<file path="src/rtl/matrix_load_sequencer.sv">
// RMII receive front end for the matrix loader: parses tagged A/B frames and replays payload MSB-dibit-first.
// Optional tag checking is enabled by defining MATRIX_LOAD_SEQ_TAG_CHECK_EN.
module matrix_load_sequencer #(
  parameter int unsigned MATRIX_DIM   = 32,
  parameter int unsigned MIN_PREAMBLE = 4,
  parameter logic [7:0]  TAG_A        = 8'h0A,
  parameter logic [7:0]  TAG_B        = 8'h0B
) (
  input  logic       eth_refclk,
  input  logic       rst,
  input  logic       crsdv,
  input  logic [1:0] rxd,
  input  logic       loader_complete,
  output logic       axiov,
  output logic [1:0] axiod,
  output logic       loader_rst,
  output logic       matrix_sel,
  output logic       busy,
  output logic       error,
  output logic       done
);

  localparam int unsigned PAY_DIBITS = 4 * MATRIX_DIM * MATRIX_DIM;
  localparam int unsigned CNT_W      = $clog2(PAY_DIBITS);
  localparam int unsigned PRE_W      = $clog2(MIN_PREAMBLE + 1);

`ifdef MATRIX_LOAD_SEQ_TAG_CHECK_EN
  localparam bit TAG_CHECK = 1'b1;
`else
  localparam bit TAG_CHECK = 1'b0;
`endif

  typedef enum logic [2:0] {
    S_IDLE, S_PREAMBLE, S_TAG, S_PAYLOAD, S_DRAIN, S_WAIT_LOADER, S_DONE
  } state_t;

  state_t             state, state_n;
  logic [PRE_W-1:0]   pre_cnt, pre_cnt_n;
  logic [CNT_W-1:0]   cnt, cnt_n;
  logic [5:0]         sr, sr_n;
  logic [7:0]         byte_q, byte_q_n;
  logic [2:0]         rep_cnt, rep_cnt_n;
  logic               frame_ok, frame_ok_n;
  logic               axiov_n, loader_rst_n, matrix_sel_n, busy_n, error_n, done_n;
  logic [1:0]         axiod_n;
  logic [7:0]         byte_in;
  logic               tag_match;
  logic               abort;

  // Byte being completed by the current dibit (dibits arrive LSB-first)
  assign byte_in   = {rxd, sr};
  assign tag_match = (byte_in == (matrix_sel ? TAG_B : TAG_A));

  always_ff @(posedge eth_refclk) begin
    if (rst) begin
      state      <= S_IDLE;
      pre_cnt    <= '0;
      cnt        <= '0;
      sr         <= '0;
      byte_q     <= '0;
      rep_cnt    <= '0;
      frame_ok   <= 1'b0;
      axiov      <= 1'b0;
      axiod      <= 2'b00;
      loader_rst <= 1'b0;
      matrix_sel <= 1'b0;
      busy       <= 1'b0;
      error      <= 1'b0;
      done       <= 1'b0;
    end else begin
      state      <= state_n;
      pre_cnt    <= pre_cnt_n;
      cnt        <= cnt_n;
      sr         <= sr_n;
      byte_q     <= byte_q_n;
      rep_cnt    <= rep_cnt_n;
      frame_ok   <= frame_ok_n;
      axiov      <= axiov_n;
      axiod      <= axiod_n;
      loader_rst <= loader_rst_n;
      matrix_sel <= matrix_sel_n;
      busy       <= busy_n;
      error      <= error_n;
      done       <= done_n;
    end
  end

  always_comb begin
    state_n      = state;
    pre_cnt_n    = pre_cnt;
    cnt_n        = cnt;
    sr_n         = sr;
    byte_q_n     = byte_q;
    rep_cnt_n    = rep_cnt;
    frame_ok_n   = frame_ok;
    axiov_n      = 1'b0;
    axiod_n      = 2'b00;
    loader_rst_n = 1'b0;
    matrix_sel_n = matrix_sel;
    busy_n       = busy;
    error_n      = 1'b0;
    done_n       = done;
    abort        = 1'b0;

    // Replay the captured byte MSB-dibit-first, independent of frame state
    if (rep_cnt != 3'd0) begin
      axiov_n   = 1'b1;
      rep_cnt_n = rep_cnt - 3'd1;
      case (rep_cnt)
        3'd4:    axiod_n = byte_q[7:6];
        3'd3:    axiod_n = byte_q[5:4];
        3'd2:    axiod_n = byte_q[3:2];
        default: axiod_n = byte_q[1:0];
      endcase
    end

    case (state)
      S_IDLE: begin
        if (crsdv && rxd == 2'b01) begin
          pre_cnt_n = PRE_W'(1);
          state_n   = S_PREAMBLE;
        end
      end
      S_PREAMBLE: begin
        if (!crsdv) begin
          state_n = S_IDLE;
        end else if (rxd == 2'b01) begin
          if (pre_cnt != '1) pre_cnt_n = pre_cnt + PRE_W'(1);
        end else if (rxd == 2'b11 && pre_cnt >= PRE_W'(MIN_PREAMBLE)) begin
          state_n = S_TAG;
          cnt_n   = '0;
          busy_n  = 1'b1;
        end else begin
          state_n = S_DRAIN;
        end
      end
      S_TAG: begin
        if (!crsdv) begin
          abort = 1'b1;
        end else begin
          sr_n  = {rxd, sr[5:2]};
          cnt_n = cnt + CNT_W'(1);
          if (cnt[1:0] == 2'd3) begin
            if (!TAG_CHECK || tag_match) begin
              state_n = S_PAYLOAD;
              cnt_n   = '0;
            end else begin
              abort = 1'b1;
            end
          end
        end
      end
      S_PAYLOAD: begin
        if (!crsdv) begin
          abort = 1'b1;
        end else begin
          sr_n  = {rxd, sr[5:2]};
          cnt_n = cnt + CNT_W'(1);
          if (cnt[1:0] == 2'd3) begin
            byte_q_n  = byte_in;
            rep_cnt_n = 3'd4;
          end
          if (cnt == CNT_W'(PAY_DIBITS - 1)) begin
            state_n    = S_DRAIN;
            frame_ok_n = 1'b1;
          end
        end
      end
      S_DRAIN: begin
        if (!crsdv) begin
          busy_n     = 1'b0;
          frame_ok_n = 1'b0;
          if (frame_ok && !matrix_sel) begin
            matrix_sel_n = 1'b1;
            state_n      = S_IDLE;
          end else if (frame_ok) begin
            state_n = S_WAIT_LOADER;
          end else begin
            state_n = S_IDLE;
          end
        end
      end
      S_WAIT_LOADER: begin
        if (loader_complete) begin
          state_n = S_DONE;
          done_n  = 1'b1;
        end
      end
      S_DONE: begin
        done_n = 1'b1;
      end
      default: state_n = S_IDLE;
    endcase

    // Malformed frame: re-arm the loader and restart from matrix A
    if (abort) begin
      state_n      = S_DRAIN;
      frame_ok_n   = 1'b0;
      matrix_sel_n = 1'b0;
      error_n      = 1'b1;
      loader_rst_n = 1'b1;
      rep_cnt_n    = 3'd0;
      axiov_n      = 1'b0;
      axiod_n      = 2'b00;
    end
  end

endmodule

</file>
<file path="config.mk">
export PLATFORM = sky130hd
export DESIGN_NAME = matrix_load_sequencer
export DESIGN_NICKNAME = d
export VERILOG_FILES = /design/src/rtl/matrix_load_sequencer.sv
export SDC_FILE = /design/constraint.sdc
export NUM_CORES = 1
export LEC_CHECK = 0
export BUFFER_PORTS_ARGS = -buffer_cell sky130_fd_sc_hd__buf_2
export CAP_MARGIN = 25
export CORE_UTILIZATION = 44
export CTS_CLUSTER_SIZE = 40
export DETAILED_ROUTE_END_ITERATION = 6
export GPL_TIMING_DRIVEN = 0
export PLACE_DENSITY_LB_ADDON = 0.3
export SKIP_CTS_REPAIR_TIMING = 1
export SYNTH_ARGS = -nofsm -noshare
export SYNTH_HDL_FRONTEND = slang
export SYNTH_SLANG_ARGS = --single-unit
</file>
<file path="constraint.sdc">
create_clock -name eth_refclk -period 1.4 [get_ports eth_refclk]
set_input_delay 0.14 -clock eth_refclk [delete_from_list [all_inputs] [get_ports eth_refclk]]
set_output_delay 0.14 -clock eth_refclk [all_outputs]
set_load 0.01 [all_outputs]
</file>
==> results of run 1 <==
registers in the layout, indices dropped and copies added, names as in the netlist:
| name | flops |
|---|---|
| error | 1 |
| rep_cnt | 3 |
| axiod | 2 |
| frame_ok | 1 |
| matrix_sel | 1 |
| axiov | 1 |
| busy | 1 |
| sr | 6 |
| pre_cnt | 3 |
| state | 3 |
| byte_q | 8 |
| done | 1 |
| cnt | 12 |
power by group:
| part | internal (uW) | leakage (uW) | switching, uW |
|---|---|---|---|
| sequential | 1280 | 0.000354 | 80.9 |
| combinational | 278 | 0.000601 | 298 |
| clock | 349 | 0.0000412 | 433 |
| total | 1910 | 0.000996 | 812 |
worst reg2reg max path: stages, from the launching register on:
cell	delay, ns
dfxtp_4	0.38
buf_4	0.13
nand3b_1	0.19
or2_4	0.31
or3_4	0.35
a31oi_4	0.14
final cells by class:
class                   instances  area, um^2
repair buffers                 37       272.8
inverters                       7       31.28
fillers                       401        1814
clock buffers                   6       72.57
flip-flops and latches         43       888.4
plain buffers                  11       68.82
clock inverters                 2       12.51
well taps                      54       67.56
multi-input cells             199        1464
routing by layer:
layer | part of all wire (%) | wire, um
met1 | 46 | 2614
met2 | 48 | 2708
met3 | 4.3 | 243
met4 | 2.0 | 115
met5 | 0 | 0
how the worst max path moves through the flow:
stage / from / to
after global routing: state[1] / state[2]
final: state[1] / cnt[9]
after global placement: state[1] / byte_q[0]
after detailed placement: state[1] / byte_q[5]
after CTS: state[1] / byte_q[0]
after floorplan: state[1] / state[2]
through the flow:
step           worst slack (ns)  instance area [um^2]  utilization [%]
4_1_cts                 -0.3976                  2439            51.97
6_report                -0.1741                  2878            61.33
2_1_floorplan          -0.09355                  2226                -
5_1_grt                 -0.2202                  2878            61.33
3_3_place_gp            -0.3792                  2354            50.16
3_5_place_dp            -0.3877                  2354            50.16
kinds of logic after synthesis:
| logic type | after synthesis | share of synthesized area [%] |
|---|---|---|
| AOI/OAI and AO/OA | 77 | 23.51 |
| xor gates and xnor gates | 3 | 1.225 |
| adders and majority gates | 8 | 4.668 |
| buffers and inverters | 23 | 4.317 |
| DFF | 43 | 40.14 |
| muxes | 1 | 0.4668 |
| and+or+nand+nor | 110 | 25.67 |
cells in the final DEF (no fill, tap or decap), drive strengths merged, types with 2 or more instances in the layout:
cell type / n
a21oi: 30
nand3b: 5
nor3: 12
nand2: 39
nand4: 3
ha: 8
nand2b: 6
and3: 4
a311oi: 5
nor2: 16
o21bai: 3
xnor2: 3
and4: 2
o21ai: 9
clkbuf: 12
a21o: 4
a211oi: 4
a31oi: 7
or3: 5
nor2b: 2
o31ai: 3
buf: 42
a22oi: 4
nand3: 8
a2111oi: 2
and2: 2
dfxtp: 43
or2: 2
inv: 7
==> results.tsv, run 1 <==
metric	value	unit
status	finished, violations left	
failing checks	negative setup slack	
initial antenna violation count	0	
GR Util met3	3.797	%
CP peak stage delay	0.38	ns
Worst-path clk slew	0.08	ns
area delta synth->final	34.19	%
Starting DRT DRC Count	133	
vias	2114	
DRC	0	
WP buf/inv	1	
Async S/R FF share, synth	0	%
Buffers on Ports	12	
slowest CP cell	dfxtp_4	
M2 GR Usage	32.18	%
Setup crit start kind	flip-flop	
antenna cells	0	
core box area	0.004692	mm^2
Initial Util	45.71	%
number of buffers created by CTS	5	
total wire length	5.682	mm
synth top area cells	dfxtp_1 40%, a21oi_1 7.0%, nand2_1 6.8%	
Mapped Area	0.002145	mm^2
Slew HR	49.62	%
CTS Root Cell	clkbuf_8	
Seq/Total Area, Yosys	40.14	%
Fin. Hold Viols	0	
most numerous cell in the Yosys netlist	dfxtp_1	
Clock Tree Buf Depth	2	
vias in the first global route	1769	
critical path class	reg -> reg	
WL per Instance	15.83	um
Overall Power	2719	uW
Final setup viols	20	
Gate Count Post-Synth	265	
FP Rows	25	
Critical R2R Launch	state[1]	
Die Wd	71.82	um
share of post-route cells with drive strength above 1	34.43	%
WP data arrival	1.79	ns
reg2reg setup slack	-0.17	ns
Pre-antenna DRT Iters	5	
Distinct cells, synth	46	
Overflow after GRT	0	
total track usage	20.78	%
flops & latches, synth	43	
Syn Nets	279	
RSZ-0062 raised after global routing	true	
Final Worst Setup Slack	-0.1741	ns
hpwl dp	3.453	mm
Vias/cell	5.889	
largest net degree at the start of global routing	14	
FMAX	635.3	MHz
routability cong.	0.8370	
clock sinks	43	
mean post-synth cell area	8.093	um^2
main flop type after synthesis	dfxtp_1	
Hold Crit Depth	3	
delay-heaviest family, CP	simple AND/OR/NAND/NOR gates	
Max-Cap Viols	0	
WHS	0.1289	ns
Ports	14	
Leak	0.0009962	uW
H-tree levels	2	
ANT nets after route	0	
HP Start	rxd[1]	
Hold Crit Class	in -> reg	
Period minus WS final	1.574	ns
met1 Track Usage GR	28.45	%
first-pass GRT wire length	8.314	mm
DIE AREA	0.005157	mm^2
Crit path required time	1.62	ns
DP Cell Count	331	
worst-path fanout max	5	
Clk Latency, worst-skew pair	0.30	ns
Final period util	112.4	%
warnings from Yosys	0	
Peak VDD IR	0.4281	mV
cell chain of the critical path	buf_4 > nand3b_1 > or2_4 > or3_4 > a31oi_4	
post-synth top area cell	dfxtp_1	
Setup TNS	-1.398	ns
critical path depth	5	
Most Crowded Layer GR	met2	
number of synthesized flops with an enable pin	0	
post-synth top area share	40.14	%
nets	318	
WHS Endpoint	byte_q[7]	
Worst R2R Path Depth	5	
reg2reg end	cnt[9]	
Worst-Margin Slew	0.7557	ns
final cell count without fillers	359	
die height	71.82	um
CTS tree	built	
pwr dens	944.9	mW/mm^2
Worst setup EP type	flip-flop	
Worst Skew	0.007112	ns
Max Transition Viols Final	0	
synth cell count leaders	43 x dfxtp_1, 39 x nand2_1, 30 x a21oi_1	
(Power assumes the default switching activity.)
==> run 2: changes to the inputs <==
MAX_ROUTING_LAYER = met4   (was default)
==> run 2 against run 1 <==
- the flow still finishes with violations (negative setup slack)
- final area is the same
- clock-buffer cell count stayed put
- sequential power about the same
- via count up 0.28%
- first-iteration DRC count is 6.8% lower
- fmax increased by 0.38%
- critical path depth unchanged
- routed wire length up 0.23%
- sequential share of layout area is the same
- non-clock buffer count unchanged
- worst hold slack worse by 0.0018 ns
- largest cell class unchanged
==> results.tsv, run 2 (same netlist as run 1, synthesis figures left out) <==
metric	value	unit
Clk Latency, worst-skew pair	0.30	ns
clock sinks	43	
Starting DRT DRC Count	124	
FP Rows	25	
initial antenna violation count	0	
most common cell after layout, fill and taps aside	nand2_1	
Worst Skew	0.008486	ns
Worst-path clk slew	0.08	ns
failing checks	negative setup slack	
antenna cells	0	
register with the most flip-flops	cnt	
Max Transition Viols Final	0	
cell chain of the critical path	buf_4 > nand3b_1 > or2_4 > or3_4 > a31oi_4	
area delta synth->final	34.19	%
delay-heaviest family, CP	simple AND/OR/NAND/NOR gates	
Ports	14	
Initial Util	45.71	%
status	finished, violations left	
CP peak stage delay	0.38	ns
Overflow after GRT	0	
Reg area	888.4	um^2
pwr dens	944.0	mW/mm^2
total wire length	5.695	mm
total track usage	21.41	%
number of buffers created by CTS	5	
vias	2120	
core box area	0.004692	mm^2
max reg flops	12	
critical path depth	5	
Fin. Hold Viols	0	
Leak	0.0009962	uW
Period minus WS final	1.568	ns
commonest non-fill, non-tap cells in the layout	38 x nand2_1, 33 x dfxtp_1, 26 x a21oi_1, 24 x buf_4, 13 x nor2_1	
worst-path fanout max	5	
WHS	0.1271	ns
Slew HR	47.92	%
Worst-Margin Slew	0.7812	ns
DRC	0	
Worst R2R Path Depth	5	
share of post-route cells with drive strength above 1	34.43	%
Setup crit start kind	flip-flop	
CTS tree	built	
Buffers on Ports	12	
Max-Cap Viols	0	
first-pass GRT wire length	8.321	mm
WP data arrival	1.78	ns
die height	71.82	um
Final period util	112.0	%
Layout fillers	401	
Critical R2R Launch	state[1]	
WL per Instance	15.86	um
Vias/cell	5.905	
vias in the first global route	1768	
FMAX	637.7	MHz
Peak VDD IR	0.4280	mV
reg2reg setup slack	-0.17	ns
Largest regs	cnt: 12 flops, byte_q: 8 flops, sr: 6 flops	
Crit path required time	1.61	ns
DIE AREA	0.005157	mm^2
reg2reg end	cnt[9]	
Final Worst Setup Slack	-0.1681	ns
nets	318	
Worst setup EP type	flip-flop	
Die Wd	71.82	um
Hold Crit Class	in -> reg	
Clock Tree Buf Depth	2	
CTS Root Cell	clkbuf_8	
Final setup viols	21	
ANT nets after route	0	
H-tree levels	2	
Setup TNS	-1.371	ns
crit path capture	cnt[9]	
area of the multi-input gates	0.001464	mm^2
slowest CP cell	dfxtp_4	
RSZ-0062 raised after global routing	true	
largest net degree at the start of global routing	14	
routability cong.	0.8500	
WP buf/inv	1	
Pre-antenna DRT Iters	4	
hpwl dp	3.453	mm
critical path class	reg -> reg	
CP startpoint	state[1]	
## run 2: cell counts in the layout (fill, tap and decap cells not counted)
No cell type changed its count.
## run 2: per-stage QoR
step                      cell area (um^2)  setup slack (ns)  utilization, %  power (uW)  cells
after CTS                             2439           -0.3976           51.97        2560    339
after floorplan                       2226          -0.09355               -        1703    265
after detailed placement              2354           -0.3877           50.16        1796    331
after global routing                  2878           -0.2202           61.33        2837    359
final                                 2878           -0.1681           61.33        2716    359
after global placement                2354           -0.3792           50.16        1789    331
## run 2: layer usage
metal  global-route usage [%]  routed length (um)
met5                        -                   0
met4                    8.715                 112
met3                    3.797                 215
met2                    32.18                2700
met1                    28.45                2667
## run 2: layout make-up
cell class,count,area share [%]
well taps,54,2.348
flip-flops and latches,43,30.87
inverters,7,1.087
clock buffers,6,2.522
repair buffers,37,9.478
plain buffers,11,2.391
multi-input cells,199,50.87
clock inverters,2,0.4348
## run 2: how the worst min path moves through the flow
stage / end / slack, ns / startpoint / depth (start not counted)
finish: byte_q[7] / 0.13 / rxd[1] / 3
global route: byte_q[7] / 0.15 / rxd[1] / 3
CTS: byte_q[7] / 0.12 / rxd[1] / 3
detailed placement: sr[5] / 0.43 / rxd[1] / 3
global placement: sr[5] / 0.43 / rxd[1] / 3
floorplan: byte_q[6] / 0.28 / rxd[0] / 2
## run 2: tightest hold or removal path, stage by stage
cell and delay, ns:
buf_2 0.13, nand2_1 0.06, a21oi_1 0.05
## run 2: where the power goes
part / switching [uW] / internal (uW)
Sequential: 80.9 / 1280
Clock: 430 / 349
Combinational: 298 / 278
Total: 809 / 1910
==> run 3: changes to the inputs <==
ABC_AREA = 0   (was default)
TNS_END_PERCENT = 30   (was default)
==> run 3 against run 2 <==
- the flow still finishes with violations (negative setup slack)
- fmax grew 0.86%
- final cell count shrank 1.4%
- power grew 1.8%
- sequential share of layout area grew 1.4 points
- core utilization shrank 2.9 points
- global-route usage shrank 1.1 points
- clock-buffer cell count shrank 1
- flip-flop and latch count is the same
- critical path depth shrank 1
- critical path type unchanged
- largest cell class unchanged
- highest routed layer unchanged
==> results.tsv, run 3 (same netlist as run 1, synthesis figures left out) <==
metric	value	unit
worst-path fanout max	5	
final cell count without fillers	354	
Max-Cap Viols	0	
ANT nets after route	0	
Worst Skew	0.003238	ns
RSZ-0062 raised after global routing	true	
pwr dens	1008	mW/mm^2
Clock Tree Buf Depth	2	
Crit path required time	1.62	ns
Final setup viols	12	
Leak	0.0009790	uW
vias	2039	
commonest non-fill, non-tap cells in the layout	38 x nand2_1, 33 x dfxtp_1, 29 x a21oi_1, 18 x buf_4	
Initial Util	45.71	%
switching pwr	836.1	uW
Reg area	883.3	um^2
initial antenna violation count	0	
max reg flops	12	
CTS Root Cell	clkbuf_8	
Setup crit start kind	flip-flop	
most common cell after layout, fill and taps aside	nand2_1	
Pre-antenna DRT Iters	7	
hpwl dp	3.404	mm
status	finished, violations left	
Setup TNS	-0.7059	ns
core box area	0.004692	mm^2
WP data arrival	1.77	ns
vias in the first global route	1709	
critical path class	reg -> reg	
die height	71.82	um
Period minus WS final	1.555	ns
Worst-Margin Slew	0.6385	ns
largest net degree at the start of global routing	16	
routability cong.	0.8965	
Overall Power	2764	uW
number of buffers created by CTS	5	
WHS	0.1144	ns
Worst setup EP type	flip-flop	
H-tree levels	2	
DIE AREA	0.005157	mm^2
Starting DRT DRC Count	188	
Hold Crit Class	in -> reg	
register with the most flip-flops	cnt	
nets	313	
Layout fillers	409	
Reg power frac	48.3	%
Clk Latency, worst-skew pair	0.31	ns
failing checks	negative setup slack	
Worst-path clk slew	0.09	ns
Clock Power Share	29.9	%
Slew HR	57.44	%
first-pass GRT wire length	7.948	mm
Final Worst Setup Slack	-0.1547	ns
FMAX	643.2	MHz
DRC	0	
FP Rows	25	
CTS tree	built	
total wire length	5.375	mm
total track usage	20.33	%
Peak VDD IR	0.4560	mV
Fin. Hold Viols	0	
share of post-route cells with drive strength above 1	29.67	%
Max Transition Viols Final	0	
area of the multi-input gates	0.001374	mm^2
WL per Instance	15.18	um
Largest regs	cnt: 12 flops, byte_q: 8 flops, sr: 6 flops	
antenna cells	0	
Vias/cell	5.760	
Die Wd	71.82	um
Overflow after GRT	0	
Gate power share	21.8	%
sw frac	30.24	%
Buffers on Ports	12	
clock sinks	43	
DP Cell Count	331	
area delta synth->final	27.83	%
Final period util	111.0	%
Int Power	1928	uW
Ports	14	
-- run 3: worst paths after layout --
| kind | start | to | slack, ns | cells after the start |
|---|---|---|---|---|
| worst max-delay path | state[1] | state[2] | -0.15 | 4 |
| worst min-delay path | rxd[1] | byte_q[7] | 0.11 | 3 |
| worst max register to register | state[1] | state[2] | -0.15 | 4 |
| worst min register to register | sr[0] | byte_q[0] | 0.45 | 2 |
-- run 3: stage by stage --
stage,area (um^2),setup slack (ns),utilization (%)
5_1_grt,2741,-0.2036,58.43
4_1_cts,2434,-0.4058,51.87
2_1_floorplan,2213,-0.09355,-
6_report,2741,-0.1547,58.43
3_5_place_dp,2341,-0.3911,49.89
3_3_place_gp,2341,-0.3880,49.89
-- run 3: cell type report --
type | instances | share of cell area (%)
Sequential cell | 43 | 32.22
Clock inverter | 3 | 0.8672
Tap cell | 54 | 2.465
Multi-Input combinational cell | 199 | 50.11
Inverter | 7 | 0.9585
Clock buffer | 5 | 2.510
Timing Repair Buffer | 32 | 8.489
Buffer | 11 | 2.373
-- run 3: power groups by stage --
stage	Combinational [uW]	Clock [uW]	Sequential (uW)
floorplan	367	0	1340
global placement	457	0	1330
detailed placement	464	0	1340
CTS	471	854	1310
global route	660	908	1340
finish	602	827	1340
-- run 3: critical path: stages (launching register included) --
cell and delay, ns:
dfxtp_4 0.38, nand2b_4 0.15, or3_4 0.33, a221o_1 0.36, o32ai_2 0.25
-- run 3: metal layers --
| layer | part of all wire [%] | track usage [%] | vias to the layer above |
|---|---|---|---|
| li1 | - | - | 1031 |
| met1 | 48 | 26.91 | 963 |
| met2 | 47 | 30.82 | 38 |
| met3 | 3.5 | 4.219 | 7 |
| met4 | 1.4 | 6.972 | 0 |
| met5 | 0 | - | - |
